<file path="config.mk">
export PLATFORM = sky130hd
export DESIGN_NAME = imem_boot_loader
export DESIGN_NICKNAME = d
export VERILOG_FILES = /design/src/rtl/imem_boot_loader.sv
export SDC_FILE = /design/constraint.sdc
export NUM_CORES = 1
export LEC_CHECK = 0
export CAP_MARGIN = 30
export CORE_MARGIN = 2
export CORE_UTILIZATION = 47
export DETAILED_ROUTE_END_ITERATION = 8
export PLACE_DENSITY_LB_ADDON = 0.3
export SYNTH_ARGS = -nofsm -noshare
export SYNTH_HDL_FRONTEND = slang
export SYNTH_SLANG_ARGS = --single-unit
</file>
<file path="constraint.sdc">
create_clock -name clk -period 2.3 [get_ports clk]
set_input_delay 0.23 -clock clk [delete_from_list [all_inputs] [get_ports clk]]
set_output_delay 0.23 -clock clk [all_outputs]
set_load 0.05 [all_outputs]
</file>
<file path="src/rtl/imem_boot_loader.sv">
// -----------------------------------------------------------------------------
// imem_boot_loader
//
// Byte-stream boot loader that sits in front of the instruction memory.
// Incoming bytes are framed by START_BYTE and END_BYTE. ESC_BYTE makes the
// byte after it literal data. Data bytes are packed MSB-first into 32-bit words,
// and each word goes out on a single-word write port. If the frame ends on a
// partial word, that word is zero-padded and written in a one-cycle FLUSH
// state.
//
// Ports:
//   clk           system clock, rising edge
//   reset         asynchronous active-low reset
//   byte_i        incoming stream byte
//   byte_valid_i  byte_i valid this cycle
//   byte_ready_o  loader accepts byte_i this cycle (low only in FLUSH)
//   wr_en_o       one-cycle word write strobe
//   wr_addr_o     word address of the write (saturates at DEPTH-1)
//   wr_data_o     word to write
//   loading_o     frame in progress (LOAD or FLUSH)
//   done_o        frame completed; held until the next START_BYTE
//   overflow_o    sticky: the frame carried more than DEPTH words
//   word_count_o  words written in the current or last frame
// -----------------------------------------------------------------------------
module imem_boot_loader #(
  parameter int          ADDR_W     = 6,
  parameter int          DEPTH      = 64,
  parameter logic [7:0]  START_BYTE = 8'hFE,
  parameter logic [7:0]  END_BYTE   = 8'hFF,
  parameter logic [7:0]  ESC_BYTE   = 8'hFD
) (
  input  logic              clk,
  input  logic              reset,
  input  logic [7:0]        byte_i,
  input  logic              byte_valid_i,
  output logic              byte_ready_o,
  output logic              wr_en_o,
  output logic [ADDR_W-1:0] wr_addr_o,
  output logic [31:0]       wr_data_o,
  output logic              loading_o,
  output logic              done_o,
  output logic              overflow_o,
  output logic [ADDR_W:0]   word_count_o
);

  localparam logic [1:0] S_IDLE  = 2'd0;
  localparam logic [1:0] S_LOAD  = 2'd1;
  localparam logic [1:0] S_FLUSH = 2'd2;
  localparam logic [1:0] S_DONE  = 2'd3;

  localparam logic [ADDR_W-1:0] ADDR_MAX   = ADDR_W'(DEPTH - 1);
  localparam logic [ADDR_W:0]   COUNT_FULL = (ADDR_W + 1)'(DEPTH);

  logic [1:0]        state_q, state_d;
  logic [31:0]       asm_q, asm_d;
  logic [1:0]        idx_q, idx_d;
  logic              esc_q, esc_d;
  logic              wr_en_q, wr_en_d;
  logic [ADDR_W-1:0] wr_addr_q, wr_addr_d;
  logic [31:0]       wr_data_q, wr_data_d;
  logic              overflow_q, overflow_d;
  logic [ADDR_W:0]   word_count_q, word_count_d;

  logic              accept;
  logic              is_data;
  logic              commit;
  logic [31:0]       commit_word;

  assign byte_ready_o = (state_q != S_FLUSH);
  assign accept       = byte_valid_i && byte_ready_o;

  always_comb begin
    // NOTE: every signal assigned here gets a default first, so that no path
    // leaves it unassigned and no latch is inferred.
    state_d      = state_q;
    asm_d        = asm_q;
    idx_d        = idx_q;
    esc_d        = esc_q;
    wr_en_d      = 1'b0;
    wr_addr_d    = wr_addr_q;
    wr_data_d    = wr_data_q;
    overflow_d   = overflow_q;
    word_count_d = word_count_q;
    is_data      = 1'b0;
    commit       = 1'b0;
    commit_word  = asm_q;

    // The write strobed last cycle retires now. The address then advances,
    // but it sticks at the top word instead of wrapping.
    if (wr_en_q) begin
      word_count_d = word_count_q + 1'b1;
      if (wr_addr_q != ADDR_MAX) wr_addr_d = wr_addr_q + 1'b1;
    end

    case (state_q)
      S_IDLE, S_DONE: begin
        // This START clear comes after the retire above, so it wins if a
        // FLUSH write retires on the same edge.
        if (accept && byte_i == START_BYTE) begin
          state_d      = S_LOAD;
          wr_addr_d    = '0;
          word_count_d = '0;
          overflow_d   = 1'b0;
          idx_d        = 2'd0;
          esc_d        = 1'b0;
        end
      end
      S_LOAD: begin
        if (accept) begin
          if (esc_q) begin
            is_data = 1'b1;
            esc_d   = 1'b0;
          end else if (byte_i == END_BYTE) begin
            state_d = (idx_q != 2'd0) ? S_FLUSH : S_DONE;
          end else if (byte_i == ESC_BYTE) begin
            esc_d = 1'b1;
          end else begin
            is_data = 1'b1;
          end
        end
      end
      S_FLUSH: begin
        // The unreceived low bytes are already zero, because the first byte
        // of each word clears the rest of the assembly register.
        state_d = S_DONE;
        commit  = 1'b1;
      end
      default: state_d = S_IDLE;
    endcase

    if (is_data) begin
      idx_d = idx_q + 1'b1;
      case (idx_q)
        2'd0: asm_d = {byte_i, 24'h0};
        2'd1: asm_d = {asm_q[31:24], byte_i, 16'h0};
        2'd2: asm_d = {asm_q[31:16], byte_i, 8'h0};
        default: begin
          asm_d       = {asm_q[31:8], byte_i};
          commit      = 1'b1;
          commit_word = {asm_q[31:8], byte_i};
        end
      endcase
    end

    // Once DEPTH words have been written, later words only flag overflow.
    if (commit) begin
      if (word_count_q == COUNT_FULL) begin
        overflow_d = 1'b1;
      end else begin
        wr_en_d   = 1'b1;
        wr_data_d = commit_word;
      end
    end
  end

  always_ff @(posedge clk or negedge reset) begin
    if (!reset) begin
      state_q      <= S_IDLE;
      asm_q        <= '0;
      idx_q        <= 2'd0;
      esc_q        <= 1'b0;
      wr_en_q      <= 1'b0;
      wr_addr_q    <= '0;
      wr_data_q    <= '0;
      overflow_q   <= 1'b0;
      word_count_q <= '0;
    end else begin
      // NOTE: sequential state uses non-blocking assignments, so every
      // register samples the values from before the edge.
      state_q      <= state_d;
      asm_q        <= asm_d;
      idx_q        <= idx_d;
      esc_q        <= esc_d;
      wr_en_q      <= wr_en_d;
      wr_addr_q    <= wr_addr_d;
      wr_data_q    <= wr_data_d;
      overflow_q   <= overflow_d;
      word_count_q <= word_count_d;
    end
  end

  assign wr_en_o      = wr_en_q;
  assign wr_addr_o    = wr_addr_q;
  assign wr_data_o    = wr_data_q;
  assign loading_o    = (state_q == S_LOAD) || (state_q == S_FLUSH);
  assign done_o       = (state_q == S_DONE);
  assign overflow_o   = overflow_q;
  assign word_count_o = word_count_q;

endmodule

</file>
==> summary.md, run 1 <==
| Metric | Value |
|---|---|
| CTS tree | built |
| Die height | 94.02 um |
| Actual slew at the worst max-slew pin | slightly above 600 ps |
| Share of layout cells above drive strength 1 | 0.1732 |
| Wire length of the first global-routing pass | ~14 mm |
| Die Span X | ~94 um |
| Slowest stage cell on the critical path | clkdlybuf4s50_1 |
| Count of unique library cells instantiated by Yosys | between 40 and 50 |
| Setup Crit Path Kind | register to primary output |
| Primary FF master, synth | dfrtp_1 |
| Detailed Route Iter0 Violations | 117 |
| Leading cell types in the layout, fill and taps excluded | dfrtp_1 (84), clkdlybuf4s50_1 (57), nand2_1 (45), o21ai_0 (36), nor2_1 (20) |
| Number of hold violations in the final report | 0 |
| Fin nets | 428 |
| Most common cell after layout, fill and taps aside | dfrtp_1 |
| Biggest fanout along the worst timing path | 13 |
| First drt pass iteration count | 4 |
| Hold WC Path Type | input port to async pin |
| Final period utilization | 0.8952 |
| Max Clock Freq | 0.4857 GHz |
| Slack of the worst reg-to-reg path | around 270 ps |
| Clock tree buffer depth | 2 |
| Sum of negative setup slack | 0 ps |
| Shortest clock period the worst path allows after layout | 2059 ps |
| Clock transition time at the flip-flop clock pins of the worst setup and hold paths | about 80 ps |
| Per-cell routed wire length | around 16 um |
| Pin count of the biggest net entering global routing | 46 |
| Power density of the placed cells | between 1000 and 1500 mW/mm^2 |
| Delay of the slowest cell on the worst path | between 800 and 900 ps |
| Via count of the first global-routing pass | between 2000 and 3000 |
| CTS Root Buffer Type | clkbuf_8 |
| Static leakage power | approximately 2.2 nW |
| Kind of start point of the critical path | register |
| Average size of a mapped cell | approximately 12 um^2 |
| Max-slew violations | 0 |
| Run status | finished, final reports clean |
| Required @ worst endpoint | around 2100 ps |
| Number of fillers in the final layout | between 600 and 700 |
| Count of flip-flops with a built-in enable after synthesis | 0 |
| Core box area | approximately 0.008 mm^2 |
| Unrepaired setup endpoints after global routing | no |
| Fraction of synthesis flops using an asynchronous set or reset pin | 1.000 |
| Slew headroom | 0.5952 |
| Final routed DRC violation total | 0 |
| Top cell family by delay on the critical path | buffers and inverters |
| Clock sink count | 84 |
| Initial core utilization | 0.4878 |
| RD Place Congestion | roughly 0.83 |
| Count of vias placed by the detailed router | 2729 |
| Overall die area | ~0.0088 mm^2 |
| Net Count, Synth | approximately 350 |
| Area growth from synthesis to layout | 26.71% |
| Hold Worst Slack | 392.9 ps |
| Buf/Inv on CP | 1 |
| Clk_lat worst skew | approximately 350 ps |
| ANT cells | 0 |
| Worst setup skew after layout | roughly 8.5 ps |
| Worst Setup End Kind | primary output |
| Aggregate routed wire length | between 8 and 9 mm |
| Post-detail-place hpwl | approximately 5.6 mm |
| Setup-failing EPs final | 0 |
| IO Count | between 60 and 70 |
| Overall routing resource usage | 0.2006 |
| Number of cells produced by synthesis | 331 |
| TritonCTS buffer count | 9 |
| Netlist area before placement | about 0.0038 mm^2 |
| Share of the yosys chip area belonging to registers | 0.5519 |
| Number of antenna violations at the first check in global routing | 0 |
| Total of flip-flops plus latches after synthesis | 84 |
| Number of H-tree branching levels | 3 |
| Row count | 32 |
| Worst IR Drop VDD | 0.0007571 V |
| Max-capacitance violation count | 0 |
| Buffers added on ports | 60 |
| Antenna-violating nets left | 0 |
| Yosys warnings | 0 |
| Worst EP arrival | 1830 ps |
| GR Overflow Total | 0 |
| Crit path cell chain | clkdlybuf4s50_1 |
| Vias/cell | roughly 5.3 |
-- synth_stat cells, types with 2 or more instances --
master | number | area share
buf_2 | 5 | 0.0066
inv_1 | 11 | 0.011
and2_1 | 2 | 0.0033
mux2i_1 | 4 | 0.011
xnor2_1 | 3 | 0.0069
dfrtp_1 | 84 | 0.55
buf_1 | 2 | 0.0020
ha_1 | 12 | 0.039
nor3_1 | 2 | 0.0026
nor2_1 | 20 | 0.020
o22ai_1 | 8 | 0.013
clkbuf_1 | 5 | 0.0049
nand4_1 | 5 | 0.0082
mux2_2 | 13 | 0.038
nand2_1 | 45 | 0.044
o2bb2ai_1 | 2 | 0.0046
buf_6 | 3 | 0.0089
o21ai_0 | 36 | 0.047
a2bb2oi_1 | 8 | 0.018
nand3_1 | 4 | 0.0053
a21oi_1 | 5 | 0.0066
a22o_1 | 8 | 0.018
xor2_1 | 4 | 0.0092
nor4_1 | 3 | 0.0049
nand2b_1 | 2 | 0.0033
mux2_4 | 11 | 0.043
o211ai_1 | 2 | 0.0039
-- final timing paths --
path	startpoint	to	depth (start not counted)
max	wr_en_o	wr_en_o	1
max reg2reg	state_q[0]	asm_q[22]	6
min in group clk	asm_q[30]	asm_q[30]	2
min	reset	wr_data_o[31]	2
max in group asynchronous	reset	asm_q[8]	3
min reg2reg	asm_q[30]	asm_q[30]	2
-- registers in the layout (all words and copies together) (netlist names) --
| name | count |
|---|---|
| asm_q | 32 |
| wr_data_o | 32 |
| word_count_o | 7 |
| wr_addr_o | 6 |
| idx_q | 2 |
| state_q | 2 |
| esc_q | 1 |
| overflow_o | 1 |
| wr_en_o | 1 |
-- timing repair --
item                                   in CTS  in global routing
resized for setup                           0                  0
endpoints found under the hold margin      39                  0
setup buffers                               0                  0
hold buffers                                1                  0
-- layout make-up --
type | instances | area (um^2) | area share
Clock inverter | 5 | 100.1 | 0.02074
Tap cell | 102 | 127.6 | 0.02645
Clock buffer | 11 | 131.4 | 0.02722
Timing Repair Buffer | 79 | 763.2 | 0.1582
Sequential cell | 84 | 2102 | 0.4356
Inverter | 13 | 48.80 | 0.01011
Multi-Input combinational cell | 218 | 1553 | 0.3218
-- stage by stage --
stage / util / total power, mW / setup slack, ps / std cells / instance area [um^2]
6_report: 0.6181 / 5.407 / 241.1 / 512 / 4826
5_1_grt: 0.6181 / 5.682 / 153.0 / 512 / 4826
4_1_cts: 0.6181 / 5.447 / 226.8 / 512 / 4826
3_5_place_dp: 0.5872 / 4.205 / 223.8 / 495 / 4584
3_3_place_gp: 0.5872 / 4.179 / 272.2 / 495 / 4584
2_1_floorplan: - / 3.526 / 267.6 / 331 / 3809
-- where the power goes --
part           switching (mW)  internal (mW)
sequential              0.233           1.69
combinational            1.40          0.860
clock                   0.512          0.719
-- metal layers --
| metal | wire length (um) | GRT usage | up-vias |
|---|---|---|---|
| met1 | 3692 | 0.2780 | 1357 |
| met5 | 0 | 0 | - |
| met4 | 102 | 0.05314 | 0 |
| met3 | 352 | 0.04173 | 8 |
| li1 | - | - | 1308 |
| met2 | 3950 | 0.3226 | 56 |
-- cells by family (layout without fill, tap and decap cells) --
family	after synthesis	count (layout)	share of synthesized area
xor+xnor	7	7	0.01610
compound gates	75	75	0.1294
buf+inv	29	108	0.04041
mux	28	28	0.09231
flops	84	84	0.5519
simple gates	96	96	0.1304
fa+ha+maj	12	12	0.03942
Power figures use the tool's default switching activity.
==> run 2, diff against run 1 <==
--- a/config.mk
+++ b/config.mk
@@ -9,7 +9,7 @@
 export CORE_MARGIN = 2
 export CORE_UTILIZATION = 47
 export DETAILED_ROUTE_END_ITERATION = 8
-export PLACE_DENSITY_LB_ADDON = 0.3
+export PLACE_DENSITY = 0.69
 export SYNTH_ARGS = -nofsm -noshare
 export SYNTH_HDL_FRONTEND = slang
 export SYNTH_SLANG_ARGS = --single-unit
==> run 2 against run 1 <==
  * Clock skew shrank 0.83 ps
  * Via count shrank 0.88%
  * Die area is the same
  * First-iteration DRC count grew 26%
  * Cell area shrank 1.4%
  * Power shrank 6.2%
  * Final cell count grew 0.20%
  * Non-clock buffer count grew 1
  * Global-route usage grew 0.10 points
  * Critical path depth grew 6
  * Critical endpoint is now wr_data_o[15]
==> summary.md, run 2 (synthesis results as in run 1) <==
| Metric | Value |
|---|---|
| Worst reg-to-reg path cell count | 7 (was 6) |
| Wire length of the first global-routing pass | 13.64 mm (was 13.58 mm) |
| GR Overflow Total | 0 (unchanged) |
| Die height | 94.02 um (unchanged) |
| Buf/Inv on CP | 2 (was 1) |
| Per-cell routed wire length | 15.39 um (was 15.82 um) |
| Combined area of the multi-input logic cells | 0.001553 mm^2 (unchanged) |
| First drt pass iteration count | 4 (unchanged) |
| Row count | 32 (unchanged) |
| Required @ worst endpoint | 2540 ps (was 2070 ps) |
| Post-detail-place hpwl | 5.617 mm (was 5.568 mm) |
| Worst EP arrival | 2380 ps (was 1830 ps) |
| Number of fillers in the final layout | 647 (was 636) |
| Slew headroom | 0.6205 (was 0.5952) |
| Worst IR Drop VDD | 0.0007497 V (was 0.0007571 V) |
| Core box area | 0.007807 mm^2 (unchanged) |
| CTS tree | built (unchanged) |
| Most common cell after layout, fill and taps aside | dfrtp_1 (unchanged) |
| Leading cell types in the layout, fill and taps excluded | dfrtp_1 (84), clkdlybuf4s50_1 (57), nand2_1 (45), o21ai_0 (36) (was dfrtp_1 (84), clkdlybuf4s50_1 (57), nand2_1 (45), o21ai_0 (36), nor2_1 (20)) |
| Biggest fanout along the worst timing path | 11 (was 13) |
| Worst setup skew after layout | 7.668 ps (was 8.500 ps) |
| Max-capacitance violation count | 0 (unchanged) |
| Actual slew at the worst max-slew pin | 569.2 ps (was 607.2 ps) |
| Sequential Area | 0.002102 mm^2 (unchanged) |
| Run status | finished, final reports clean (unchanged) |
| CTS Root Buffer Type | clkbuf_8 (unchanged) |
| RD Place Congestion | 0.8040 (was 0.8282) |
| Crit path cell chain | inv_1 > ha_1 > nand4b_4 > o21ba_4 > o21ai_4 > buf_4 > mux2_2 (was clkdlybuf4s50_1) |
| Clock tree buffer depth | 2 (unchanged) |
| Final routed DRC violation total | 0 (unchanged) |
| Delay of the slowest cell on the worst path | 420 ps (was 890 ps) |
| Setup Crit Path Kind | register to register (was register to primary output) |
| IO Count | 61 (unchanged) |
| Worst Setup End Kind | register (was primary output) |
| Top cell family by delay on the critical path | flip-flops (was buffers and inverters) |
| Setup-failing EPs final | 0 (unchanged) |
| Initial core utilization | 0.4878 (unchanged) |
| Clock transition time at the flip-flop clock pins of the worst setup and hold paths | 90 ps (was 80 ps) |
| Number of hold violations in the final report | 0 (unchanged) |
| Count of vias placed by the detailed router | 2705 (was 2729) |
| Power density of the placed cells | 1066 mW/mm^2 (was 1120 mW/mm^2) |
| Aggregate routed wire length | 7.897 mm (was 8.098 mm) |
| Total stage count of the critical path | 7 (was 1) |
| Overall die area | 0.008840 mm^2 (unchanged) |
| Worst Slack Setup Final | 153.0 ps (was 241.1 ps) |
| Number of H-tree branching levels | 3 (unchanged) |
| Pin count of the biggest net entering global routing | 47 (was 46) |
| Final core occ | 0.6096 (was 0.6181) |
| Clk_lat worst skew | 350 ps (about the same) |
| Max-slew violations | 0 (unchanged) |
| Fin nets | 429 (was 428) |
| Share of layout cells above drive strength 1 | 0.1752 (was 0.1732) |
| Buffers added on ports | 60 (unchanged) |
| Slowest stage cell on the critical path | dfrtp_1 (was clkdlybuf4s50_1) |
| ANT cells | 0 (unchanged) |
| Detailed Route Iter0 Violations | 147 (was 117) |
| Static leakage power | 2.189 nW (was 2.228 nW) |
| Unrepaired setup endpoints after global routing | no (unchanged) |
| Max Clock Freq | 0.4658 GHz (was 0.4857 GHz) |
| Overall routing resource usage | 0.2017 (was 0.2006) |
| Via count of the first global-routing pass | 2710 (was 2677) |
| TritonCTS buffer count | 9 (unchanged) |
| Antenna-violating nets left | 0 (unchanged) |
| Sum of negative setup slack | 0 ps (unchanged) |
| Final period utilization | 0.9335 (was 0.8952) |
| Number of antenna violations at the first check in global routing | 0 (unchanged) |
| Die Span X | 94.02 um (unchanged) |
| Worst setup timing slack at the placement stage | 156.4 ps (was 223.8 ps) |
| Kind of start point of the critical path | register (unchanged) |
| Hold WC Path Type | input port to async pin (unchanged) |
| Shortest clock period the worst path allows after layout | 2147 ps (was 2059 ps) |
| Clock sink count | 84 (unchanged) |
| Vias/cell | 5.273 (was 5.330) |
| Area growth from synthesis to layout | 24.97% (was 26.71%) |
run 2: changes by cell type in the layout (fill, tap and decap cells not counted), sizes merged:
| cell | delta |
|---|---|
| dlygate4sd2 | +1 |
| bufinv | -3 |
| clkbuf | -1 |
| clkinvlp | +3 |
| clkinv | +1 |
run 2: cell type report:
class                           instances  area share
Sequential cell                        84      0.4416
Tap cell                              102     0.02681
Timing Repair Buffer                   80      0.1596
Multi-Input combinational cell        218      0.3262
Clock inverter                          6    0.008675
Clock buffer                           10     0.02681
Inverter                               13     0.01025
run 2: layer usage:
metal  global-route usage  up-vias  part of all wire
met4              0.05797        0             0.011
met3              0.04575        8             0.039
met1               0.2840     1337              0.46
li1                     -     1306                 -
met5                    0        -                 0
met2               0.3143       54              0.49
run 2: worst reg2reg max path, delay by kind of cell, from the launching register on:
kind	cells	cell delay, ps
compound gates	2	350
fa+ha+maj	1	330
buf+inv	2	310
flops	1	420
mux	1	360
simple gates	1	260
run 2: worst paths after layout:
kind	startpoint	slack, ps	to
min reg2reg	asm_q[30]	490	asm_q[30]
max in group asynchronous	reset	1300	asm_q[11]
min in group clk	asm_q[30]	490	asm_q[30]
min	reset	400	wr_addr_o[4]
max reg2reg	state_q[0]	150	wr_data_o[15]
max	state_q[0]	150	wr_data_o[15]
run 2: per-stage QoR:
stage / instances / power, mW / instance area (um^2) / hold WS, ps
6_report: 513 / 5.075 / 4760 / 397.6
5_1_grt: 513 / 5.370 / 4760 / 439.6
4_1_cts: 513 / 5.125 / 4760 / 409.3
3_5_place_dp: 496 / 4.204 / 4582 / 253.0
3_3_place_gp: 496 / 4.174 / 4582 / 253.4
2_1_floorplan: 331 / 3.526 / 3809 / -65.59
run 2: power breakdown:
part	internal (mW)	leakage (nW)	switching [mW]	total (mW)
sequential	1.69	1.13	0.240	1.93
combinational	0.845	0.986	1.39	2.23
clock	0.390	0.0783	0.524	0.914
total	2.92	2.19	2.15	5.07
run 2: timing repair:
action                                  4_1_cts  5_1_grt
resized for setup                             1        0
endpoints found under the hold margin        38        0
hold buffers                                  1        0
endpoints found under the setup margin        1        0
buffers inserted                              0        0
==> run 3, diff against run 2 <==
--- a/config.mk
+++ b/config.mk
@@ -6,6 +6,7 @@
 export NUM_CORES = 1
 export LEC_CHECK = 0
 export CAP_MARGIN = 30
+export CORE_ASPECT_RATIO = 2
 export CORE_MARGIN = 2
 export CORE_UTILIZATION = 47
 export DETAILED_ROUTE_END_ITERATION = 8
==> run 3 against run 2 <==
  * Non-clock buffer count shrank 2
  * Clock-buffer cell count grew 1
  * Worst hold slack lost 31 ps
  * Global-route usage grew 0.74 points
  * Power grew 14%
  * Clock power grew 74%
  * Combinational power grew 3%
  * Largest power group unchanged
==> summary.md, run 3 (synthesis results as in run 1) <==
| Metric | Value |
|---|---|
| Setup-failing EPs final | 0 (unchanged) |
| Detailed Route Iter0 Violations | 131 (was 147) |
| Leading cell types in the layout, fill and taps excluded | dfrtp_1 (84), clkdlybuf4s50_1 (57), nand2_1 (45), o21ai_0 (36), nor2_1 (20) (was dfrtp_1 (84), clkdlybuf4s50_1 (57), nand2_1 (45), o21ai_0 (36)) |
| Most common cell after layout, fill and taps aside | dfrtp_1 (unchanged) |
| Biggest fanout along the worst timing path | 10 (was 11) |
| Max-slew violations | 0 (unchanged) |
| Worst EP arrival | 2260 ps (was 2380 ps) |
| Met2 Use GR | 0.3469 (was 0.3143) |
| Kind of start point of the critical path | register (unchanged) |
| Row count | 46 (was 32) |
| Antenna-violating nets left | 0 (unchanged) |
| Final routed DRC violation total | 0 (unchanged) |
| Pin count of the biggest net entering global routing | 58 (was 47) |
| Die Span X | 67.66 um (was 94.02 um) |
| Number of antenna violations at the first check in global routing | 0 (unchanged) |
| Placed instance count | 488 (was 496) |
| Clock tree buffer depth | 2 (unchanged) |
| Number of fillers in the final layout | 628 (was 647) |
| CTS tree | built (unchanged) |
| Per-cell routed wire length | 16.54 um (was 15.39 um) |
| Worst R2R Start | state_q[0] (unchanged) |
| Wire length of the first global-routing pass | 13.90 mm (was 13.64 mm) |
| Number of gates given a new drive strength after cts | 0 (was 1) |
| Final period utilization | 0.8836 (was 0.9335) |
| Core box area | 0.007885 mm^2 (was 0.007807 mm^2) |
| Via count of the first global-routing pass | 2782 (was 2710) |
| Hold WC Path Type | input port to async pin (unchanged) |
| Setup crit start | state_q[0] (unchanged) |
| Vias/cell | 5.440 (was 5.273) |
| Met1 Usage GRT | 0.2574 (was 0.2840) |
| Clk_lat worst skew | 340 ps (was 350 ps) |
| Run status | finished, final reports clean (unchanged) |
| Delay of the slowest cell on the worst path | 400 ps (was 420 ps) |
| Worst Setup End Kind | register (unchanged) |
| Required @ worst endpoint | 2520 ps (was 2540 ps) |
| Final core occ | 0.6233 (was 0.6096) |
| First drt pass iteration count | 4 (unchanged) |
| Worst IR Drop VDD | 0.0007782 V (was 0.0007497 V) |
| Clock transition time at the flip-flop clock pins of the worst setup and hold paths | 60 ps (was 90 ps) |
| Number of buffers added for setup after CTS | 0 (unchanged) |
| Buffers added on ports | 60 (unchanged) |
| Initial core utilization | 0.4830 (was 0.4878) |
| Number of H-tree branching levels | 3 (unchanged) |
| Total power consumption of the routed design | 5.791 mW (was 5.075 mW) |
| RD Place Congestion | 0.8940 (was 0.8040) |
| Met3 track utilization from global routing | 0.03596 (was 0.04575) |
| CTS Root Buffer Type | clkbuf_16 (was clkbuf_8) |
| Share of layout cells above drive strength 1 | 0.1760 (was 0.1752) |
| Count of vias placed by the detailed router | 2747 (was 2705) |
| Overall routing resource usage | 0.2091 (was 0.2017) |
| Die height | 131.3 um (was 94.02 um) |
| Static leakage power | 2.273 nW (was 2.189 nW) |
| Clock sink count | 84 (unchanged) |
| Power density of the placed cells | 1178 mW/mm^2 (was 1066 mW/mm^2) |
| GR Overflow Total | 0 (unchanged) |
| Sum of negative setup slack | 0 ps (unchanged) |
| Fin nets | 427 (was 429) |
| Number of hold violations in the final report | 0 (unchanged) |
| Slew headroom | 0.5803 (was 0.6205) |
| Shortest clock period the worst path allows after layout | 2032 ps (was 2147 ps) |
| Setup Crit Path Kind | register to register (unchanged) |
| Unrepaired setup endpoints after global routing | no (unchanged) |
| ANT cells | 0 (unchanged) |
| Busiest layer in global routing | met2 (unchanged) |
| Post-detail-place hpwl | 6.143 mm (was 5.617 mm) |
| Slowest stage cell on the critical path | dfrtp_1 (unchanged) |
| Max Clock Freq | 0.4920 GHz (was 0.4658 GHz) |
| Aggregate routed wire length | 8.355 mm (was 7.897 mm) |
| Actual slew at the worst max-slew pin | 629.5 ps (was 569.2 ps) |
| Worst setup skew after layout | 5.616 ps (was 7.668 ps) |
| Crit path cell chain | inv_1 > ha_1 > nand4b_4 > o21ba_4 > o21ai_4 > inv_2 > mux2_2 (was inv_1 > ha_1 > nand4b_4 > o21ba_4 > o21ai_4 > buf_4 > mux2_2) |
| IO Count | 61 (unchanged) |
| Overall die area | 0.008883 mm^2 (was 0.008840 mm^2) |
| Area growth from synthesis to layout | 29.04% (was 24.97%) |
| Non-filler instance count after layout | 505 (was 513) |
| TritonCTS buffer count | 9 (unchanged) |
| Number of hold buffers added after CTS | 1 (unchanged) |
| Max-capacitance violation count | 0 (unchanged) |
-- run 3: routing by layer --
layer / up-vias / part of all wire
met1: 1345 / 0.40
met5: - / 0
met4: 0 / 0.028
met3: 21 / 0.035
li1: 1305 / -
met2: 76 / 0.53
-- run 3: area by class of cell --
cell class	count	area, um^2	share of cell area
sequential	84	2102	0.4277
multi-input combinational	218	1553	0.3159
timing repair buffer	78	755.7	0.1538
clock buffer	11	252.7	0.05143
tap	96	120.1	0.02444
clock inverter	5	82.58	0.01680
inverter	13	48.80	0.009929
-- run 3: path summary, 6_finish.rpt --
kind / end / slack (ps) / cells past startpoint
worst max-delay path: wr_data_o[12] / 270 / 7
worst min-delay path: asm_q[26] / 370 / 2
worst max register to register: wr_data_o[12] / 270 / 7
worst min register to register: asm_q[27] / 480 / 2
max in group asynchronous: wr_addr_o[3] / 1310 / 3
min in group clk: asm_q[27] / 480 / 2
-- run 3: power by group --
group	total (mW)	internal [mW]	switching, mW
clock network	1.59	1.01	0.574
registers	1.91	1.69	0.218
logic	2.29	0.871	1.42
-- run 3: metrics by stage --
stage               instance area, um^2  setup WS, ps  hold slack [ps]
floorplan                          3809         267.6           -65.59
global placement                   4569         246.6            173.5
detailed placement                 4569         204.2            180.8
CTS                                4915         241.3            376.5
global route                       4915         163.1            418.2
finish                             4915         267.7            366.2
-- run 3: worst max-delay path, delay by kind of cell, from the launching register on --
kind	cells	cell delay (ps)
muxes	1	370
adders and majority gates	1	260
AOI/OAI and AO/OA	2	370
and+or+nand+nor	1	270
buffers and inverters	2	240
DFF	1	400
